$ cat src/rtl/multicycle_controller_pkg.sv
// Shared encodings for the multi-cycle RV32I controller: FSM states, opcodes,
// ALU operations and datapath select codes.
package multicycle_controller_pkg;

  typedef enum logic [3:0] {
    S_FETCH, S_DECODE, S_MEMADR, S_MEMRD, S_MEMWB, S_MEMWR, S_EXEC_R,
    S_EXEC_I, S_ALUWB, S_BRANCH, S_JAL, S_JALR, S_JALWB, S_LUI
  } state_e;

  // Which ALU-function table an opcode selects.
  typedef enum logic [1:0] {CLS_ADD, CLS_R, CLS_I, CLS_B} alu_class_e;

  localparam logic [6:0] OP_LOAD   = 7'b0000011;
  localparam logic [6:0] OP_STORE  = 7'b0100011;
  localparam logic [6:0] OP_R      = 7'b0110011;
  localparam logic [6:0] OP_I      = 7'b0010011;
  localparam logic [6:0] OP_BRANCH = 7'b1100011;
  localparam logic [6:0] OP_JAL    = 7'b1101111;
  localparam logic [6:0] OP_JALR   = 7'b1100111;
  localparam logic [6:0] OP_LUI    = 7'b0110111;

  localparam logic [2:0] ALU_ADD  = 3'b000;
  localparam logic [2:0] ALU_SUB  = 3'b001;
  localparam logic [2:0] ALU_AND  = 3'b010;
  localparam logic [2:0] ALU_OR   = 3'b011;
  localparam logic [2:0] ALU_SLT  = 3'b100;
  localparam logic [2:0] ALU_SLTU = 3'b101;
  localparam logic [2:0] ALU_XOR  = 3'b110;

  localparam logic [1:0] SELA_PC    = 2'b00;
  localparam logic [1:0] SELA_OLDPC = 2'b01;
  localparam logic [1:0] SELA_RD1   = 2'b10;
  localparam logic [1:0] SELB_RD2   = 2'b00;
  localparam logic [1:0] SELB_IMM   = 2'b01;
  localparam logic [1:0] SELB_FOUR  = 2'b10;

  localparam logic [1:0] RES_ALUOUT = 2'b00;
  localparam logic [1:0] RES_MDR    = 2'b01;
  localparam logic [1:0] RES_ALU    = 2'b10;
  localparam logic [1:0] RES_IMM    = 2'b11;

  localparam logic [2:0] EXT_I = 3'b000;
  localparam logic [2:0] EXT_S = 3'b001;
  localparam logic [2:0] EXT_B = 3'b010;
  localparam logic [2:0] EXT_J = 3'b011;
  localparam logic [2:0] EXT_U = 3'b100;

  function automatic alu_class_e op_class(input logic [6:0] op);
    case (op)
      OP_R:      return CLS_R;
      OP_I:      return CLS_I;
      OP_BRANCH: return CLS_B;
      default:   return CLS_ADD;
    endcase
  endfunction

endpackage

$ cat src/rtl/multicycle_controller_alu_decoder.sv
// Maps (opcode class, func3, func7) to an ALU operation and flags
// function encodings the core does not implement.
module alu_decoder
  import multicycle_controller_pkg::*;
(
  input  alu_class_e  cls,
  input  logic [2:0]  func3,
  input  logic [6:0]  func7,
  output logic [2:0]  aluop,
  output logic        illegal_func
);

  logic [3:0] key;
  logic       unused_func7;

  // Only func7[5] distinguishes add/sub; the other bits carry no meaning here.
  assign unused_func7 = ^{func7[6], func7[4:0]};

  always_comb begin
    key          = {(cls == CLS_R) & func7[5], func3};
    aluop        = ALU_ADD;
    illegal_func = 1'b0;
    case (cls)
      CLS_R, CLS_I: begin
        case (key)
          4'b0000: aluop = ALU_ADD;
          4'b1000: aluop = ALU_SUB;
          4'b0111: aluop = ALU_AND;
          4'b0110: aluop = ALU_OR;
          4'b0010: aluop = ALU_SLT;
          4'b0011: aluop = ALU_SLTU;
          4'b0100: aluop = ALU_XOR;
          default: illegal_func = 1'b1;
        endcase
      end
      CLS_B: begin
        aluop = ALU_SUB;
        case (func3)
          3'b000, 3'b001, 3'b100, 3'b101: illegal_func = 1'b0;
          default:                        illegal_func = 1'b1;
        endcase
      end
      default: ;
    endcase
  end

endmodule

$ cat src/rtl/multicycle_controller.sv
// Multi-cycle RV32I control FSM: sequences fetch/decode/execute/memory/writeback
// and drives every select and write enable of the datapath.
module multicycle_controller
  import multicycle_controller_pkg::*;
(
  input  logic       clk,
  input  logic       rst,
  input  logic [6:0] op,
  input  logic [2:0] func3,
  input  logic [6:0] func7,
  input  logic       zero,
  input  logic       neg,
  output logic       pcwrite,
  output logic       adrsel,
  output logic       memwrite,
  output logic       irwrite,
  output logic       regwrite,
  output logic [1:0] alusela,
  output logic [1:0] aluselb,
  output logic [2:0] aluop,
  output logic [1:0] resultsel,
  output logic [2:0] extend_func,
  output logic       illegal
);

  state_e     state_reg, state_next, state_cur;
  alu_class_e cls;
  logic [2:0] dec_aluop;
  logic       dec_illegal;
  logic       taken;

  assign cls = op_class(op);

  alu_decoder u_alu_decoder (
    .cls          (cls),
    .func3        (func3),
    .func7        (func7),
    .aluop        (dec_aluop),
    .illegal_func (dec_illegal)
  );

  always_ff @(posedge clk) begin
    if (rst) state_reg <= S_FETCH;
    else     state_reg <= state_next;
  end

  always_comb begin
    case (func3)
      3'b000:  taken = zero;
      3'b001:  taken = ~zero;
      3'b100:  taken = neg;
      3'b101:  taken = ~neg;
      default: taken = 1'b0;
    endcase
  end

  always_comb begin
    // During reset the outputs decode as FETCH, with all writes suppressed below.
    state_cur   = rst ? S_FETCH : state_reg;
    state_next  = S_FETCH;
    pcwrite     = 1'b0;
    adrsel      = 1'b0;
    memwrite    = 1'b0;
    irwrite     = 1'b0;
    regwrite    = 1'b0;
    alusela     = SELA_PC;
    aluselb     = SELB_RD2;
    aluop       = ALU_ADD;
    resultsel   = RES_ALUOUT;
    extend_func = EXT_I;
    illegal     = 1'b0;
    case (state_cur)
      S_FETCH: begin
        irwrite    = 1'b1;
        pcwrite    = 1'b1;
        aluselb    = SELB_FOUR;
        resultsel  = RES_ALU;
        state_next = S_DECODE;
      end
      S_DECODE: begin
        alusela     = SELA_OLDPC;
        aluselb     = SELB_IMM;
        extend_func = EXT_B;
        if (dec_illegal) begin
          illegal = 1'b1;
        end else begin
          case (op)
            OP_LOAD, OP_STORE: state_next = S_MEMADR;
            OP_R:              state_next = S_EXEC_R;
            OP_I:              state_next = S_EXEC_I;
            OP_BRANCH:         state_next = S_BRANCH;
            OP_JAL:            state_next = S_JAL;
            OP_JALR:           state_next = S_JALR;
            OP_LUI:            state_next = S_LUI;
            default:           illegal    = 1'b1;
          endcase
        end
      end
      S_MEMADR: begin
        alusela     = SELA_RD1;
        aluselb     = SELB_IMM;
        extend_func = (op == OP_LOAD) ? EXT_I : EXT_S;
        state_next  = (op == OP_LOAD) ? S_MEMRD : S_MEMWR;
      end
      S_MEMRD: begin
        adrsel     = 1'b1;
        state_next = S_MEMWB;
      end
      S_MEMWB: begin
        resultsel = RES_MDR;
        regwrite  = 1'b1;
      end
      S_MEMWR: begin
        adrsel   = 1'b1;
        memwrite = 1'b1;
      end
      S_EXEC_R: begin
        alusela    = SELA_RD1;
        aluselb    = SELB_RD2;
        aluop      = dec_aluop;
        state_next = S_ALUWB;
      end
      S_EXEC_I: begin
        alusela    = SELA_RD1;
        aluselb    = SELB_IMM;
        aluop      = dec_aluop;
        state_next = S_ALUWB;
      end
      S_ALUWB: begin
        regwrite = 1'b1;
      end
      S_BRANCH: begin
        alusela = SELA_RD1;
        aluselb = SELB_RD2;
        aluop   = ALU_SUB;
        pcwrite = taken;
      end
      S_JAL: begin
        // PC takes the target held in ALUOut while the ALU forms the link value.
        alusela    = SELA_OLDPC;
        aluselb    = SELB_FOUR;
        pcwrite    = 1'b1;
        state_next = S_ALUWB;
      end
      S_JALR: begin
        alusela    = SELA_RD1;
        aluselb    = SELB_IMM;
        state_next = S_JALWB;
      end
      S_JALWB: begin
        alusela    = SELA_OLDPC;
        aluselb    = SELB_FOUR;
        resultsel  = RES_ALU;
        pcwrite    = 1'b1;
        state_next = S_ALUWB;
      end
      S_LUI: begin
        resultsel   = RES_IMM;
        extend_func = EXT_U;
        regwrite    = 1'b1;
      end
      default: ;
    endcase
    if (rst) begin
      pcwrite  = 1'b0;
      memwrite = 1'b0;
      irwrite  = 1'b0;
      regwrite = 1'b0;
      illegal  = 1'b0;
    end
  end

endmodule

$ cat config.mk
export PLATFORM = sky130hd
export DESIGN_NAME = multicycle_controller
export DESIGN_NICKNAME = d
export VERILOG_FILES = /design/src/rtl/multicycle_controller_pkg.sv /design/src/rtl/multicycle_controller_alu_decoder.sv /design/src/rtl/multicycle_controller.sv
export SDC_FILE = /design/constraint.sdc
export NUM_CORES = 1
export LEC_CHECK = 0
export ABC_AREA = 0
export CORE_ASPECT_RATIO = 0.9
export CORE_UTILIZATION = 42
export CTS_CLUSTER_SIZE = 12
export DETAILED_ROUTE_END_ITERATION = 12
export GPL_ROUTABILITY_DRIVEN = 0
export PLACE_DENSITY = 0.8
export SETUP_SLACK_MARGIN = 0.2
export SLEW_MARGIN = 10
export SYNTH_ARGS = -nofsm -noshare
export SYNTH_HDL_FRONTEND = slang
export SYNTH_HIERARCHICAL = 1
export SYNTH_SLANG_ARGS = --single-unit
$ cat constraint.sdc
create_clock -name clk -period 3.1 [get_ports clk]
set_input_delay 0.31 -clock clk [delete_from_list [all_inputs] [get_ports clk]]
set_output_delay 0.31 -clock clk [all_outputs]
set_load 0.005 [all_outputs]
# --- After elaboration in Yosys (flattened, before gate mapping) ---
# Index checks and enable logic that the tools add are counted.
word_totals:
  register_bits: 4
  inputBits: 21
  output_inout_bits: 18
  word_cells: 85
op_classes:
  eq_ne: 33
  mux: 31
  bitwise_logic: 3
  reduce_logical: 17
op_table:
  columns: ["operator", "count"]
  rows:
  - ["== test 4 x 3 -> 1 bit, second input constant", 7]
  - ["== test 4 bit, second input constant", 7]
  - ["one-hot mux 4 bit (7 select lines)", 1]
  - ["one-hot mux 4 bit (6 select lines)", 1]
  - ["== test 7 x 6 -> 1 bit, second input constant", 3]
  - ["== test 7 bit, second input constant", 3]
  - ["one-hot mux 3 bit (6 select lines)", 1]
  - ["== test 4 x 2 -> 1 bit, second input constant", 4]
  - ["two-way mux 1 bit", 15]
  - ["one-hot mux 2 bit (3 select lines)", 2]
  - ["one-hot mux 3 bit (2 select lines)", 2]
  - ["OR reduction 4 bit", 3]
  - ["OR reduction 2 bit", 5]
  - ["one-hot mux 3 bit (3 select lines)", 1]
  - ["OR reduction 3 bit", 3]
  - ["zero test 4 bit", 2]
  - ["two-way mux 4 bit", 2]
  - ["one-hot mux 2 bit (2 select lines)", 2]
  - ["OR reduction 8 bit", 1]
  - ["== test 7 x 2 -> 1 bit, second input constant", 1]
  - ["== test 7 x 5 -> 1 bit, second input constant", 1]
  - ["OR reduction 7 bit", 1]
  - ["== test 3 bit, second input constant", 2]
  - ["OR reduction 5 bit", 1]
  - ["10 further kinds", 13]

# --- Depth between registers and ports, before layout ---
logic_depth:
  depth_word: 11
  ltp_mapped: 12
  depth_no_buf: 12

# --- Hierarchy ---
# The synthesis kept the hierarchy.
by_module_without_submodules:
  columns: ["mod", "instances", "cells_per_inst", "area_per_inst_um2", "seq_area_each_um2"]
  rows:
  - ["multicycle_controller", 1, 99, 720.7, 80.1]
  - ["alu_decoder", 1, 22, 160.2, 0.0]

# --- Worst setup path before layout ---
# OpenSTA, ideal clock, no wires.
synth_path:
  path_type: "input-to-reg"
  startpoint: "in op[4]"
  endpoint: "reg state_reg[1]"
  setup_time_ps: 72
  arrival_ps: 2232
  t_required_ps: 3028
  slack_ps: 796
  path_stages: 12
  path_buffers: 0
  path_cell_list: "and2b_1 > o21ai_1 > nor4_1 > inv_1 > ha_1 > nand2b_1 > o22ai_1 > o2bb2ai_1 > nor2_1 > nand3_2 > nor3_1 > a2bb2oi_1"
synth_between:
  elab_chain_len: 10
  elab_cells_between_ends: 29
  cone_classes: "17 x eq/ne; 7 x mux; 1 x bitwise; 4 x reduce/logical"
synth_lines:
  columns: ["element", "line", "source"]
  rows:
  - ["start: declaration", "multicycle_controller.sv:8", "input logic [6:0] op,"]
  - ["== test 7 bit (tied with other cells)", "multicycle_controller_pkg.sv:49", "case (op)"]
  - ["one-hot mux 2 bit (3 select lines) (*)", "multicycle_controller_pkg.sv:49", null]
  - ["net cls[0]", "multicycle_controller.sv:27", "alu_class_e cls;"]
  - ["== test 2 x 1 -> 1 bit", "multicycle_controller_alu_decoder.sv:20, multicycle_controller_alu_decoder.sv:23", null]
  - ["bitwise AND 1 bit", "multicycle_controller_alu_decoder.sv:20", "key = {(cls == CLS_R) & func7[5], func3};"]
  - ["== test 4 bit (tied with other cells)", "multicycle_controller_alu_decoder.sv:25", "case (key)"]
  - ["OR reduction 7 bit (no line)", null, null]
  - ["two-way mux 1 bit", "multicycle_controller_alu_decoder.sv:25", null]
  - ["one-hot mux 1 bit (2 select lines) (*)", "multicycle_controller_alu_decoder.sv:23", "case (cls)"]
  - ["net dec_illegal", "multicycle_controller.sv:29", "logic dec_illegal;"]
  - ["two-way mux 4 bit (*)", "multicycle_controller.sv:84", "if (dec_illegal) begin"]
  - ["one-hot mux 4 bit (6 select lines) (*)", "multicycle_controller.sv:72", "case (state_cur)"]
  - ["end signal: assignment", "multicycle_controller.sv:44", "else state_reg <= state_next;"]
  - ["end: declaration", "multicycle_controller.sv:26", "state_e state_reg, state_next, state_cur;"]
# The timed path passes the listed nets; every way through them passes the cells marked *.
# A chain may end at the register's enable or synchronous reset.

# --- Worst setup path after layout ---
layout_path:
  startpoint: "in op[5]"
  endpoint: "out aluop[1]"
layout_between:
  elab_chain_len: 8
  elab_cells_between_ends: 18
  cone_classes: "12 x eq/ne; 4 x mux; 1 x bitwise; 1 x reduce/logical"
layout_lines:
  columns: ["element", "line", "source"]
  rows:
  - ["== test 7 bit (tied with other cells)", "multicycle_controller_pkg.sv:49", null]
  - ["one-hot mux 2 bit (3 select lines) (*)", "multicycle_controller_pkg.sv:49", null]
  - ["net cls[0]", "multicycle_controller.sv:27", null]
  - ["== test 2 x 1 -> 1 bit", "multicycle_controller_alu_decoder.sv:20, multicycle_controller_alu_decoder.sv:23", null]
  - ["bitwise AND 1 bit", "multicycle_controller_alu_decoder.sv:20", null]
  - ["== test 4 x 3 -> 1 bit (tied with other cells)", "multicycle_controller_alu_decoder.sv:25", null]
  - ["one-hot mux 3 bit (6 select lines)", "multicycle_controller_alu_decoder.sv:25", null]
  - ["one-hot mux 3 bit (2 select lines) (*)", "multicycle_controller_alu_decoder.sv:23", null]
  - ["net dec_aluop[1]", "multicycle_controller.sv:28", "logic [2:0] dec_aluop;"]
  - ["one-hot mux 3 bit (2 select lines) (*)", "multicycle_controller.sv:72", null]
  - ["end: declaration", "multicycle_controller.sv:20", "output logic [2:0] aluop,"]
# Marked as above.

==> flow_summary.ini <==
[outcome]
run_status = complete, no violations

[routing]
avgViaCountPerCell = 5.62
num_vias = 1057
number_of_drc_markers_after_the_initial_detailed_route_iteration = 21
wirelength_um = 2400
avgRoutedWirePerCell_um = 12.8
ant_nets = 0
drtPass1Iterations = 5
remaining_drc_errors = 0

[layout]
fraction_of_final_layout_cells_with_drive_strength_greater_than_1 = 0.245
final.fill_count = 164
final_core_util = 0.703
nNetsFinal = 189
largest_register_ff_count = 4
area.growth.synth_to_final_pct = 55.7
antenna_cells_inserted = 0
stdcell_count = 188

[clock_network]
clockBufferDepth = 2
cts-hold-fix-buffers = 0
cts.root.buffer_cell = sky130_fd_sc_hd__clkbuf_4
clkTransAtPathRegs_ns = 0.04
clock_latency_ns = 0.23
htreeDepth = 1
cts.sink_count = 4
tritoncts = built
cts_buffers = 3

[synth]
area_share_of_the_largest_cell_type_after_synthesis = 0.0909
synth_cell_types = 55
post_synth_main_area_contributors = sky130_fd_sc_hd__dfxtp_1 (9.1%), sky130_fd_sc_hd__a21oi_1 (4.5%), sky130_fd_sc_hd__mux2i_1 (4.5%), sky130_fd_sc_hd__ha_1 (4.3%), sky130_fd_sc_hd__nor3_1 (4.0%)
yosys_warnings = 6
syn_area_per_cell_um2 = 7.28
synth.cells.most_frequent = sky130_fd_sc_hd__nor2_1 (9), sky130_fd_sc_hd__a21oi_1 (8), sky130_fd_sc_hd__nand2_1 (7), sky130_fd_sc_hd__nor3_1 (7)
yosysSeqAreaShare = 0.0909
synth_ff_type = sky130_fd_sc_hd__dfxtp_1
synth-async-reset-ratio = 0
yosys_register_bits = 4
synthesis.instances = 121
netlist_area_um2 = 881
syn_nets = 145
synth.largest_area_cell = sky130_fd_sc_hd__dfxtp_1
post-synth-top-count-cell = sky130_fd_sc_hd__nor2_1
synth_enable_flop_cells = 0

[critical_path]
critical_path.endpoint_type = output pin
worstSetupPathType = input port to output pin
critical_path.max_fanout = 4
crit_start = op[5]
critPathArrivalTime_ns = 2.52
kind_of_start_point_of_the_critical_path = input port
crit_required_ns = 2.79
setup.reg_to_reg.worst_slack_ns = 1.60
r2r-start = state_reg[2]

[die]
placement_rows = 15
core_area_um2 = 1950
die_w_um = 50.3
floorplan.die.height_um = 45.4
design.die.area_um2 = 2280
initial_utilization = 0.451
floorplan.io_pins = 39

[timing]
clock-skew-final_ns = 0.00311
timing.final.hold_violations = 0
timing.slew.headroom = 0.531
final-setup-viol-count = 0
totalNegativeSetupSlack_ns = 0
tightestPinTransition_ns = 0.703
layout_min_cycle_time_ns = 2.83
achievable-frequency_mhz = 353
slew_violations = 0
final.hold.worst_slack_ns = 0.594
setup_repair_after_global_routing_missed_its_margin = no
layout_setup_ws_ns = 0.270
final.period_utilization = 0.913

[place]
port_buffers = 32
dp_hpwl_um = 1630
place_ws_ns = -0.203
dp.cells = 179

[job]
max_cap_viol_count = 0

[global_routing]
grt_antenna_before_repair = 0
global_route_wire_length_before_repair_um = 3660
grt_usage = 0.206
grt-ovfl-total = 0
grt_max_degree = 21
number_of_global_route_vias_before_repair = 902

[pwr]
highest_ir_drop_seen_on_vdd_uv = 176
leakagePower_nw = 0.523
cellPowerDensity_nw_per_um2 = 170

[worst_hold_path]
hold_path_class = input port to flip-flop
min-delay-start = op[4]
-- worst max-delay path, cell delays in order --
cell	delay, ns
sky130_fd_sc_hd__clkdlybuf4s50_1	0.51
sky130_fd_sc_hd__o21ai_1	0.10
sky130_fd_sc_hd__nor4_2	0.23
sky130_fd_sc_hd__buf_4	0.15
sky130_fd_sc_hd__inv_1	0.05
sky130_fd_sc_hd__ha_4	0.28
sky130_fd_sc_hd__nand2b_4	0.06
sky130_fd_sc_hd__buf_4	0.13
sky130_fd_sc_hd__buf_4	0.12
sky130_fd_sc_hd__nor3_1	0.15
sky130_fd_sc_hd__and4_1	0.21
sky130_fd_sc_hd__clkdlybuf4s15_1	0.21
-- cell families after synthesis --
family / count (synthesis) / synth area share
and+or+nand+nor: 60 / 0.426
muxes: 4 / 0.0455
xor gates and xnor gates: 5 / 0.0497
buffers and inverters: 15 / 0.101
AOI/OAI and AO/OA: 30 / 0.244
DFF: 4 / 0.0909
adders and majority gates: 3 / 0.0426
-- final timing paths --
check	endpoint	depth (start not counted)
hold / removal	state_reg[1]	4
setup reg to reg	state_reg[3]	4
setup / recovery	aluop[1]	12
hold reg to reg	state_reg[0]	1
-- cell type report --
type	count	area, µm²	area share
Multi-Input combinational cell	102	778	0.568
Timing Repair Buffer	49	440	0.321
Sequential cell	4	80.1	0.0584
Tap cell	25	31.3	0.0228
Clock buffer	3	22.5	0.0164
Inverter	5	18.8	0.0137
-- stage by stage --
step           area [µm²]  power, mW
6_report             1370      0.233
3_5_place_dp         1240      0.163
5_1_grt              1370      0.245
3_3_place_gp         1240      0.160
2_1_floorplan         881      0.113
4_1_cts              1340      0.231
-- layer usage --
metal | GRT usage | vias up | part of all wire
li1 | - | 538 | -
met1 | 0.234 | 475 | 0.42
met2 | 0.405 | 40 | 0.51
met3 | 0.0100 | 4 | 0.048
met4 | 0.0857 | 0 | 0.019
met5 | 0 | - | 0
-- power by group --
part	internal [mW]	switching, mW
clock network	0.0435	0.0237
registers	0.0531	0.00618
logic	0.0609	0.0455
total	0.158	0.0754
-- timing repair --
action	4_1_cts	5_1_grt
setup endpoints to repair	4	4
setup buffers	5	1
endpoints found under the hold margin	0	0
gates resized for setup	14	6
pin swaps	5	2
-- placed cells by master, fill, tap and decap left out, types with 3 or more instances in the layout --
master	synthesis	layout
sky130_fd_sc_hd__a21oi_1	8	8
sky130_fd_sc_hd__and2b_1	3	3
sky130_fd_sc_hd__buf_4	1	17
sky130_fd_sc_hd__clkbuf_4	0	3
sky130_fd_sc_hd__clkdlybuf4s50_1	0	27
sky130_fd_sc_hd__dfxtp_1	4	4
sky130_fd_sc_hd__inv_1	5	4
sky130_fd_sc_hd__mux2i_1	4	4
sky130_fd_sc_hd__nand2_1	7	7
sky130_fd_sc_hd__nand2b_1	5	4
sky130_fd_sc_hd__nand3_1	4	4
sky130_fd_sc_hd__nor2_1	9	9
sky130_fd_sc_hd__nor3_1	7	7
sky130_fd_sc_hd__nor4_2	1	3
sky130_fd_sc_hd__xor2_1	3	3
(Power assumes the default switching activity.)
